**config.mk**
```make
export PLATFORM = sky130hd
export DESIGN_NAME = ysyx_23060191_lsu
export DESIGN_NICKNAME = d
export VERILOG_FILES = /design/src/rtl/ysyx_23060191_lsu_pkg.sv /design/src/rtl/ysyx_23060191_lsu_fmt.sv /design/src/rtl/ysyx_23060191_lsu.sv
export SDC_FILE = /design/constraint.sdc
export NUM_CORES = 1
export LEC_CHECK = 0
export ABC_CLOCK_PERIOD_IN_PS = 4400
export CAP_MARGIN = 40
export CORE_MARGIN = 1
export CORE_UTILIZATION = 37
export DETAILED_ROUTE_END_ITERATION = 10
export GPL_ROUTABILITY_DRIVEN = 0
export PLACE_DENSITY = 0.73
export SLEW_MARGIN = 20
export SYNTH_ARGS = -nofsm -noshare
export SYNTH_HDL_FRONTEND = slang
export SYNTH_SLANG_ARGS = --single-unit
```
**constraint.sdc**
```tcl
create_clock -name clk -period 4.4 [get_ports clk]
set_input_delay 0.44 -clock clk [delete_from_list [all_inputs] [get_ports clk]]
set_output_delay 0.44 -clock clk [all_outputs]
set_load 0.05 [all_outputs]
```
**src/rtl/ysyx_23060191_lsu_pkg.sv**
```systemverilog
// Shared LSU definitions: op codes, FSM state encodings and op-decode helpers.
package ysyx_23060191_lsu_pkg;

  localparam int CPU_WIDTH     = 32;
  localparam int LSU_OPT_WIDTH = 4;

  // Op codes: bit3 = store, bit2 = unsigned (loads), bits[1:0] = size
  localparam logic [LSU_OPT_WIDTH-1:0] LSU_LB  = 4'b0000;
  localparam logic [LSU_OPT_WIDTH-1:0] LSU_LH  = 4'b0001;
  localparam logic [LSU_OPT_WIDTH-1:0] LSU_LW  = 4'b0010;
  localparam logic [LSU_OPT_WIDTH-1:0] LSU_LBU = 4'b0100;
  localparam logic [LSU_OPT_WIDTH-1:0] LSU_LHU = 4'b0101;
  localparam logic [LSU_OPT_WIDTH-1:0] LSU_SB  = 4'b1000;
  localparam logic [LSU_OPT_WIDTH-1:0] LSU_SH  = 4'b1001;
  localparam logic [LSU_OPT_WIDTH-1:0] LSU_SW  = 4'b1010;

  localparam logic [1:0] LSU_SIZE_B = 2'b00;
  localparam logic [1:0] LSU_SIZE_H = 2'b01;
  localparam logic [1:0] LSU_SIZE_W = 2'b10;

  typedef enum logic [1:0] {
    LSU_IDLE = 2'b00,
    LSU_REQ  = 2'b01,
    LSU_WAIT = 2'b10,
    LSU_DONE = 2'b11
  } lsu_state_e;

  // Unknown codes behave exactly like LW
  function automatic logic [LSU_OPT_WIDTH-1:0] lsu_norm_opt(input logic [LSU_OPT_WIDTH-1:0] opt);
    case (opt)
      LSU_LB, LSU_LH, LSU_LW, LSU_LBU, LSU_LHU,
      LSU_SB, LSU_SH, LSU_SW: lsu_norm_opt = opt;
      default:                lsu_norm_opt = LSU_LW;
    endcase
  endfunction

  function automatic logic lsu_is_store(input logic [LSU_OPT_WIDTH-1:0] opt);
    logic [LSU_OPT_WIDTH-1:0] n;
    n = lsu_norm_opt(opt);
    lsu_is_store = n[3];
  endfunction

  function automatic logic lsu_is_unsigned(input logic [LSU_OPT_WIDTH-1:0] opt);
    logic [LSU_OPT_WIDTH-1:0] n;
    n = lsu_norm_opt(opt);
    lsu_is_unsigned = n[2];
  endfunction

  function automatic logic [1:0] lsu_size(input logic [LSU_OPT_WIDTH-1:0] opt);
    logic [LSU_OPT_WIDTH-1:0] n;
    n = lsu_norm_opt(opt);
    lsu_size = n[1:0];
  endfunction

endpackage

```
**src/rtl/ysyx_23060191_lsu_fmt.sv**
```systemverilog
// Combinational LSU formatting: store lane shift/strobe, misalign detect,
// and load byte/half extract with sign or zero extension.
module ysyx_23060191_lsu_fmt
  import ysyx_23060191_lsu_pkg::*;
(
  input  logic [1:0]               st_off,
  input  logic [LSU_OPT_WIDTH-1:0] st_opt,
  input  logic [CPU_WIDTH-1:0]     st_wdata,
  input  logic [1:0]               ld_off,
  input  logic [LSU_OPT_WIDTH-1:0] ld_opt,
  input  logic [CPU_WIDTH-1:0]     ld_rdata,
  output logic                     st_wen,
  output logic [CPU_WIDTH-1:0]     st_lane_wdata,
  output logic [3:0]               st_wstrb,
  output logic                     st_misalign,
  output logic [CPU_WIDTH-1:0]     ld_data
);

  logic [1:0]           st_size_s;
  logic [1:0]           ld_size_s;
  logic                 ld_unsigned_s;
  logic [CPU_WIDTH-1:0] ld_shift_s;

  assign st_size_s     = lsu_size(st_opt);
  assign st_wen        = lsu_is_store(st_opt);
  assign ld_size_s     = lsu_size(ld_opt);
  assign ld_unsigned_s = lsu_is_unsigned(ld_opt);
  assign ld_shift_s    = ld_rdata >> {ld_off, 3'b000};

  // Store lane replication and byte strobes; loads drive no lanes
  always_comb begin
    st_lane_wdata = 32'h0000_0000;
    st_wstrb      = 4'b0000;
    if (st_wen) begin
      case (st_size_s)
        LSU_SIZE_B: begin
          st_lane_wdata = {4{st_wdata[7:0]}};
          st_wstrb      = 4'b0001 << st_off;
        end
        LSU_SIZE_H: begin
          st_lane_wdata = {2{st_wdata[15:0]}};
          st_wstrb      = 4'b0011 << st_off;
        end
        LSU_SIZE_W: begin
          st_lane_wdata = st_wdata;
          st_wstrb      = 4'b1111;
        end
        default: begin
          st_lane_wdata = 32'h0000_0000;
          st_wstrb      = 4'b0000;
        end
      endcase
    end else begin
      st_lane_wdata = 32'h0000_0000;
      st_wstrb      = 4'b0000;
    end
  end

  // Natural alignment check for halves and words (loads and stores alike)
  always_comb begin
    st_misalign = 1'b0;
    case (st_size_s)
      LSU_SIZE_H: st_misalign = st_off[0];
      LSU_SIZE_W: st_misalign = (st_off != 2'b00);
      default:    st_misalign = 1'b0;
    endcase
  end

  // Load extract and extend from the raw word
  always_comb begin
    ld_data = 32'h0000_0000;
    case (ld_size_s)
      LSU_SIZE_B: begin
        if (ld_unsigned_s) begin
          ld_data = {24'h00_0000, ld_shift_s[7:0]};
        end else begin
          ld_data = {{24{ld_shift_s[7]}}, ld_shift_s[7:0]};
        end
      end
      LSU_SIZE_H: begin
        if (ld_unsigned_s) begin
          ld_data = {16'h0000, ld_shift_s[15:0]};
        end else begin
          ld_data = {{16{ld_shift_s[15]}}, ld_shift_s[15:0]};
        end
      end
      default: ld_data = ld_rdata;
    endcase
  end

endmodule

```
**src/rtl/ysyx_23060191_lsu.sv**
```systemverilog
// RV32 load/store unit: one transaction in flight, IDLE->REQ->WAIT->DONE,
// with every output taken from a register or the state register.
module ysyx_23060191_lsu
  import ysyx_23060191_lsu_pkg::*;
#(
  parameter int ADDR_W = 32,
  parameter int DATA_W = 32
) (
  input  logic                     clk,
  input  logic                     rst_n,
  input  logic                     in_valid,
  output logic                     in_ready,
  input  logic [ADDR_W-1:0]        in_addr,
  input  logic [DATA_W-1:0]        in_wdata,
  input  logic [LSU_OPT_WIDTH-1:0] in_opt,
  output logic                     mem_req_valid,
  input  logic                     mem_req_ready,
  output logic [ADDR_W-1:0]        mem_addr,
  output logic                     mem_wen,
  output logic [DATA_W-1:0]        mem_wdata,
  output logic [3:0]               mem_wstrb,
  input  logic                     mem_rsp_valid,
  input  logic [DATA_W-1:0]        mem_rdata,
  output logic                     out_valid,
  input  logic                     out_ready,
  output logic [DATA_W-1:0]        out_rdata,
  output logic                     out_err
);

  lsu_state_e               state_r;
  logic [1:0]               ld_off_r;
  logic [LSU_OPT_WIDTH-1:0] ld_opt_r;
  logic [ADDR_W-1:0]        mem_addr_r;
  logic                     mem_wen_r;
  logic [DATA_W-1:0]        mem_wdata_r;
  logic [3:0]               mem_wstrb_r;
  logic [DATA_W-1:0]        out_rdata_r;
  logic                     out_err_r;

  logic                     st_wen_s;
  logic [DATA_W-1:0]        st_lane_wdata_s;
  logic [3:0]               st_wstrb_s;
  logic                     st_misalign_s;
  logic [DATA_W-1:0]        ld_data_s;

  // Store side is formatted from the incoming op so the request registers
  // load in the accept cycle; load side uses the latched offset/op.
  ysyx_23060191_lsu_fmt u_fmt (
    .st_off        (in_addr[1:0]),
    .st_opt        (in_opt),
    .st_wdata      (in_wdata),
    .ld_off        (ld_off_r),
    .ld_opt        (ld_opt_r),
    .ld_rdata      (mem_rdata),
    .st_wen        (st_wen_s),
    .st_lane_wdata (st_lane_wdata_s),
    .st_wstrb      (st_wstrb_s),
    .st_misalign   (st_misalign_s),
    .ld_data       (ld_data_s)
  );

  // Transaction FSM with latched request and result registers
  always_ff @(posedge clk or negedge rst_n) begin
    if (!rst_n) begin
      state_r     <= LSU_IDLE;
      ld_off_r    <= 2'b00;
      ld_opt_r    <= LSU_LB;
      mem_addr_r  <= '0;
      mem_wen_r   <= 1'b0;
      mem_wdata_r <= '0;
      mem_wstrb_r <= 4'b0000;
      out_rdata_r <= '0;
      out_err_r   <= 1'b0;
    end else begin
      case (state_r)
        LSU_IDLE: begin
          if (in_valid) begin
            ld_off_r    <= in_addr[1:0];
            ld_opt_r    <= in_opt;
            out_rdata_r <= '0;
            if (st_misalign_s) begin
              out_err_r <= 1'b1;
              state_r   <= LSU_DONE;
            end else begin
              mem_addr_r  <= {in_addr[ADDR_W-1:2], 2'b00};
              mem_wen_r   <= st_wen_s;
              mem_wdata_r <= st_lane_wdata_s;
              mem_wstrb_r <= st_wstrb_s;
              out_err_r   <= 1'b0;
              state_r     <= LSU_REQ;
            end
          end else begin
            state_r <= LSU_IDLE;
          end
        end
        LSU_REQ: begin
          if (mem_req_ready) begin
            state_r <= LSU_WAIT;
          end else begin
            state_r <= LSU_REQ;
          end
        end
        LSU_WAIT: begin
          if (mem_rsp_valid) begin
            if (mem_wen_r) begin
              out_rdata_r <= '0;
            end else begin
              out_rdata_r <= ld_data_s;
            end
            state_r <= LSU_DONE;
          end else begin
            state_r <= LSU_WAIT;
          end
        end
        LSU_DONE: begin
          if (out_ready) begin
            state_r <= LSU_IDLE;
          end else begin
            state_r <= LSU_DONE;
          end
        end
        default: state_r <= LSU_IDLE;
      endcase
    end
  end

  assign in_ready      = (state_r == LSU_IDLE);
  assign mem_req_valid = (state_r == LSU_REQ);
  assign out_valid     = (state_r == LSU_DONE);
  assign mem_addr      = mem_addr_r;
  assign mem_wen       = mem_wen_r;
  assign mem_wdata     = mem_wdata_r;
  assign mem_wstrb     = mem_wstrb_r;
  assign out_rdata     = out_rdata_r;
  assign out_err       = out_err_r;

endmodule

```
Word level (Yosys, flattened, before mapping)
Cells that the tools add are included.
{ "word_totals": {"reg_bits": 108, "latchBits": 0, "ram_bits": 0, "rom_bits": 0, "out_inout_bits": 105, "elab_cells": 68, "n_memories": 0} }
{ "op_classes": {"addsub": 0, "n_mul": 0, "div_mod_pow": 0, "magnitude_cmp": 0, "eq_ne": 22, "shifts": 3, "muxes": 21, "bitwise_logic": 1, "reduce_logical": 12} }
{ "op_table": {"columns": ["operator", "n"], "rows": [
  ["two-way mux 32 bit", 6],
  ["case mux 32 bit (2 select lines)", 2],
  ["case mux 32 bit (3 select lines)", 1],
  [">> shifter 32 x 5 -> 16 bit", 1],
  ["equality test 4 bit (second input constant)", 6],
  ["equality test 4 x 3 -> 1 bit (second input constant)", 4],
  ["OR reduction 8 bit", 2],
  ["case mux 4 bit (3 select lines)", 1],
  ["equality test 4 x 1 -> 1 bit (second input constant)", 2],
  ["equality test 4 x 2 -> 1 bit (second input constant)", 2],
  ["zero test 4 bit", 2],
  ["two-way mux 2 bit", 4],
  ["two-way mux 4 bit", 2],
  ["case mux 2 bit (4 select lines)", 1],
  ["equality test 2 x 1 -> 1 bit (second input constant)", 3],
  ["equality test 2 bit (second input constant)", 3],
  ["zero test 2 bit", 3],
  ["AND reduction 3 bit", 2],
  ["inequality test 2 bit (second input constant)", 2],
  ["nonzero test 2 bit", 2],
  ["left shift 1 x 2 -> 4 bit (first input constant)", 1],
  ["left shift 2 x 2 -> 4 bit (first input constant)", 1],
  ["two-way mux 3 bit", 1],
  ["two-way mux 1 bit", 2],
  ["3 further kinds", 3]
]} }

Depth between registers and ports, before layout
{ "depth": {"ltp_word": 8, "ltp_mapped": 10} }

By module
Synthesis repeated with hierarchy kept, for this count alone.
{ "hier_totals": {"cells_unflattened": 559, "hier_area_um2": 5655.4} }
{ "modules_own_cells": {"columns": ["module", "n_inst", "cells_each", "area_each_um2", "seq_area_each_um2"], "rows": [
  ["ysyx_23060191_lsu", 1, 323, 4346.7, 2702.6],
  ["ysyx_23060191_lsu_fmt", 1, 236, 1308.8, 0.0]
]} }

Worst setup path before layout
OpenSTA, ideal clock, no wires.
{ "synth_path": {"path_type": "input -> register", "startpoint": "input in_opt[2]", "endpoint": "register mem_wdata_r[3] (netlist: mem_wdata[3])", "setup_time_ns": 0.122, "arrival_time_ns": 2.238, "path_slack_ns": 2.040, "stages": 10, "path_buffers": 3, "path_cell_list": "a21oi_1 nand2_1 ha_1 clkbuf_1 o211ai_1 and2_1 nand2_1 buf_2 buf_2 a32o_1"} }
{ "synth_between": {"elab_chain_cells": 7, "elab_cells_between_ends": 18} }
{ "synth_lines": {"columns": ["element", "line", "source"], "rows": [
  ["from (decl)", "ysyx_23060191_lsu.sv:15", "input logic [LSU_OPT_WIDTH-1:0] in_opt,"],
  ["equality test 4 x 1 -> 1 bit (tied with other cells)", "ysyx_23060191_lsu_pkg.sv:30", "case (opt)"],
  ["OR reduction 8 bit *", "ysyx_23060191_lsu_pkg.sv:30", null],
  ["two-way mux 4 bit *", "ysyx_23060191_lsu_pkg.sv:30", null],
  ["equality test 2 bit or equality test 2 x 1 -> 1 bit (tied branches)", "ysyx_23060191_lsu_fmt.sv:35, ysyx_23060191_lsu_fmt.sv:62", null],
  ["case mux 1 bit (2 select lines)", "ysyx_23060191_lsu_fmt.sv:62", "case (st_size_s)"],
  ["NOT 1 bit (no line)", null, null],
  ["AND reduction 3 bit (no line)", null, null],
  ["to (signal assigned)", "ysyx_23060191_lsu.sv:87", "mem_wdata_r <= st_lane_wdata_s;"],
  ["to (decl)", "ysyx_23060191_lsu.sv:35", "logic [DATA_W-1:0] mem_wdata_r;"]
]} }
Mark *: on every way between the ends. The rest lies on a longest branch, timed or not.
A chain may end at the register's enable or synchronous reset.

Final worst setup path
{ "layout_path": {"startpoint": "input in_opt[2]", "endpoint": "register mem_wdata_r[8] (netlist: mem_wdata[8])"} }
Same word-level chain as after synthesis.

==> impl_metrics.tcl <==
set metrics [dict create \
    outcome "finished, final reports clean" \
    power.share.clock_pct 13.3 \
    crit_family "buffers and inverters" \
    ys_seq_area_share_pct 53.7 \
    crit_path_cell_trace "clkdlybuf4s50_1 -> a21oi_1 -> nand2_1 -> inv_1 -> ha_1 -> nand3_1 -> and2_1 -> nand2_2 -> buf_12 -> buf_4 -> o2bb2ai_1" \
    dpl.cell_count 824 \
    vias 4542 \
    grtUsageMet1_pct 27.0 \
    grt_usage_pct 22.1 \
    routed_wl_um 15300 \
    drt_iter0_drc 307 \
    finalNonFillerCells 840 \
    p_comb_share_pct 58.0 \
    cts_resized 0 \
    slowest_stage "a21oi_1" \
    met2_usage_pct 35.8 \
    io_pins 211 \
    power_leakage_nw 3.20 \
    worst-path-buf-inv 4 \
    dieArea_um2 14100 \
    diodes 0 \
    cp.arrival_ps 3410 \
    numPortBuffers 208 \
    cpPeakStageDelay_ps 500 \
    synth_ff_type "dfrtp_1" \
    fin_area_um2 7550 \
    mappedNetlistArea_um2 5030 \
    htreeDepth 3 \
    die_h_um 119 \
    cap_violations 0 \
    p_int_mw 3.09 \
    grt_pass1_wl_um 24300 \
    grt_pass1_vias 4694 \
    grt_max_degree 42 \
    cts_root_buf "clkbuf_16" \
    cts_setup_buffers 0 \
    drcViolationCount 0 \
    switchingPower_mw 2.89 \
    period_needed_ps 3160 \
    placed_area_um2 7260 \
    setup_viol 0 \
    timing.final.crit_share_pct 71.9 \
    ir_worst_vdd_mv 0.493 \
    synth_warnings 0 \
    clockBufferDepth 2 \
    cts_tree "done" \
    clk_pin_slew_ps 70 \
    via_per_inst 5.41 \
    gr-total-overflow 0 \
    hold_violations 0 \
    setup_tns_ps 0 \
    worst-setup-path-type "in -> reg" \
    synth-async-reset-ratio_pct 100 \
    fin_nets 769 \
    total_power_mw 5.98 \
    pwr-share-seq_pct 28.6 \
    cp.required_ps 4650 \
    swShare_pct 48.3 \
    drtPass1Iterations 5 \
    end_kind "register" \
    fp.coreArea_um2 13200 \
    pwr_density_cell_nw_per_um2 792 \
    avgRoutedWirePerCell_um 18.3 \
    cts_buffers 9 \
    fmax_ghz 0.316 \
    die_w_um 119 \
    rsz0062_at_grt "false" \
    rows 42 \
    antenna_found_initial 0 \
    grt.busiest_layer "met2" \
    start_kind "input pin" \
    use_met3_pct 6.90 \
    initial_utilization_pct 38.0 \
    cts_hold_buffers 0 \
    worst_pin_slew_ps 812 \
    cts_num_sinks 108 \
    crit_fanout 32 \
    syn-mean-instance-area_um2 10.8 \
    drive_gt1_share_pct 10.5 \
    timing.slew.headroom_pct 45.8 \
    ys_ff_latch 108 \
    synth.distinct_cells 42 \
    ant_nets 0 \
    synth_edf_count 0 \
    fin_skew_ps 6.73 \
    syn_to_final_growth_pct 50.0 \
    final_max_slew_viol_count 0 \
    hold_class "in -> async" \
    hpwlAfterDp_um 11100 \
    clock_latency_ps 340 \
    postSynthCellCount 468 \
]
[power groups by stage]
stage               Combinational [mW]  Sequential (mW)  Clock (mW)
finish                            3.47             1.71       0.796
global route                      3.65             1.76       0.848
CTS                               3.49             1.71       0.815
detailed placement                3.48             1.72           0
global placement                  3.40             1.73           0
floorplan                         1.02             2.98           0
[cell families after synthesis]
kind of cell	Yosys count	synth area share (%)
buf+inv	48	4.25
mux	46	10.1
fa+ha+maj	4	0.994
flops	108	53.7
simple gates	107	9.77
other cells	1	0.0745
compound gates	154	21.1
[sequential cells by signal, indices dropped and copies added (netlist names)]
register / count
mem_addr: 30
mem_wdata: 32
ld_off_r: 2
mem_wstrb: 4
out_err: 1
out_rdata: 32
state_r: 2
ld_opt_r: 4
mem_wen: 1
[synth_stat cells (7+ instances only)]
master	count	share of area (%)
dfrtp_1	108	54
nand2_1	57	4.3
o21ai_0	41	4.1
a21oi_1	30	3.0
mux2_2	30	6.7
o2bb2ai_1	24	4.2
nor2_1	23	1.7
clkbuf_1	22	1.6
mux2i_1	15	3.0
a22o_1	12	2.1
inv_1	10	0.75
buf_2	9	0.89
o21ai_2	9	1.6
a22oi_1	8	1.2
a32o_1	8	1.6
nand3b_1	8	1.2
o22ai_1	7	0.87
[stage by stage]
stage          setup WS (ps)  utilization (%)  hold WS (ps)
6_report                1240             57.0          15.1
5_1_grt                  975             57.0          29.2
4_1_cts                 1270             57.0          16.7
3_5_place_dp             889             54.8           392
3_3_place_gp             719             54.4           456
2_1_floorplan           2040                -           144
[area by class of cell]
class                      instances  area, µm²
timing repair buffer             217       2180
fill                            1158       5690
clock buffer                      11        233
multi-input combinational        313       2120
clock inverter                     5       52.6
inverter                          10       37.5
sequential                       108       2700
tap                              176        220
[cell usage in the layout (no fill, tap or decap), types with 9 or more instances in the layout]
cell and instances:
a21oi_1 30, a22o_1 12, clkbuf_16 9, clkdlybuf4s50_1 207
dfrtp_1 108, inv_1 10, mux2_2 30, mux2i_1 15
nand2_1 56, nor2_1 23, o21ai_0 41, o21ai_2 9
o2bb2ai_1 24
[routing by layer]
| layer | up-vias | wire length (µm) |
|---|---|---|
| li1 | 2068 | - |
| met1 | 2197 | 6090 |
| met2 | 246 | 7350 |
| met3 | 31 | 1490 |
| met4 | 0 | 412 |
| met5 | - | 0 |
[final timing paths]
path	start	end	slack, ps	cells past startpoint
max	in_opt[2]	mem_wdata[8]	1240	11
min	rst_n	out_rdata[10]	20	1
max reg2reg	ld_off_r[0]	out_rdata[21]	1810	5
min reg2reg	out_rdata[6]	out_rdata[6]	480	2
max in group asynchronous	rst_n	out_rdata[9]	3240	3
min in group clk	out_rdata[6]	out_rdata[6]	480	2
Note: power is estimated with default switching activity, not from simulation.
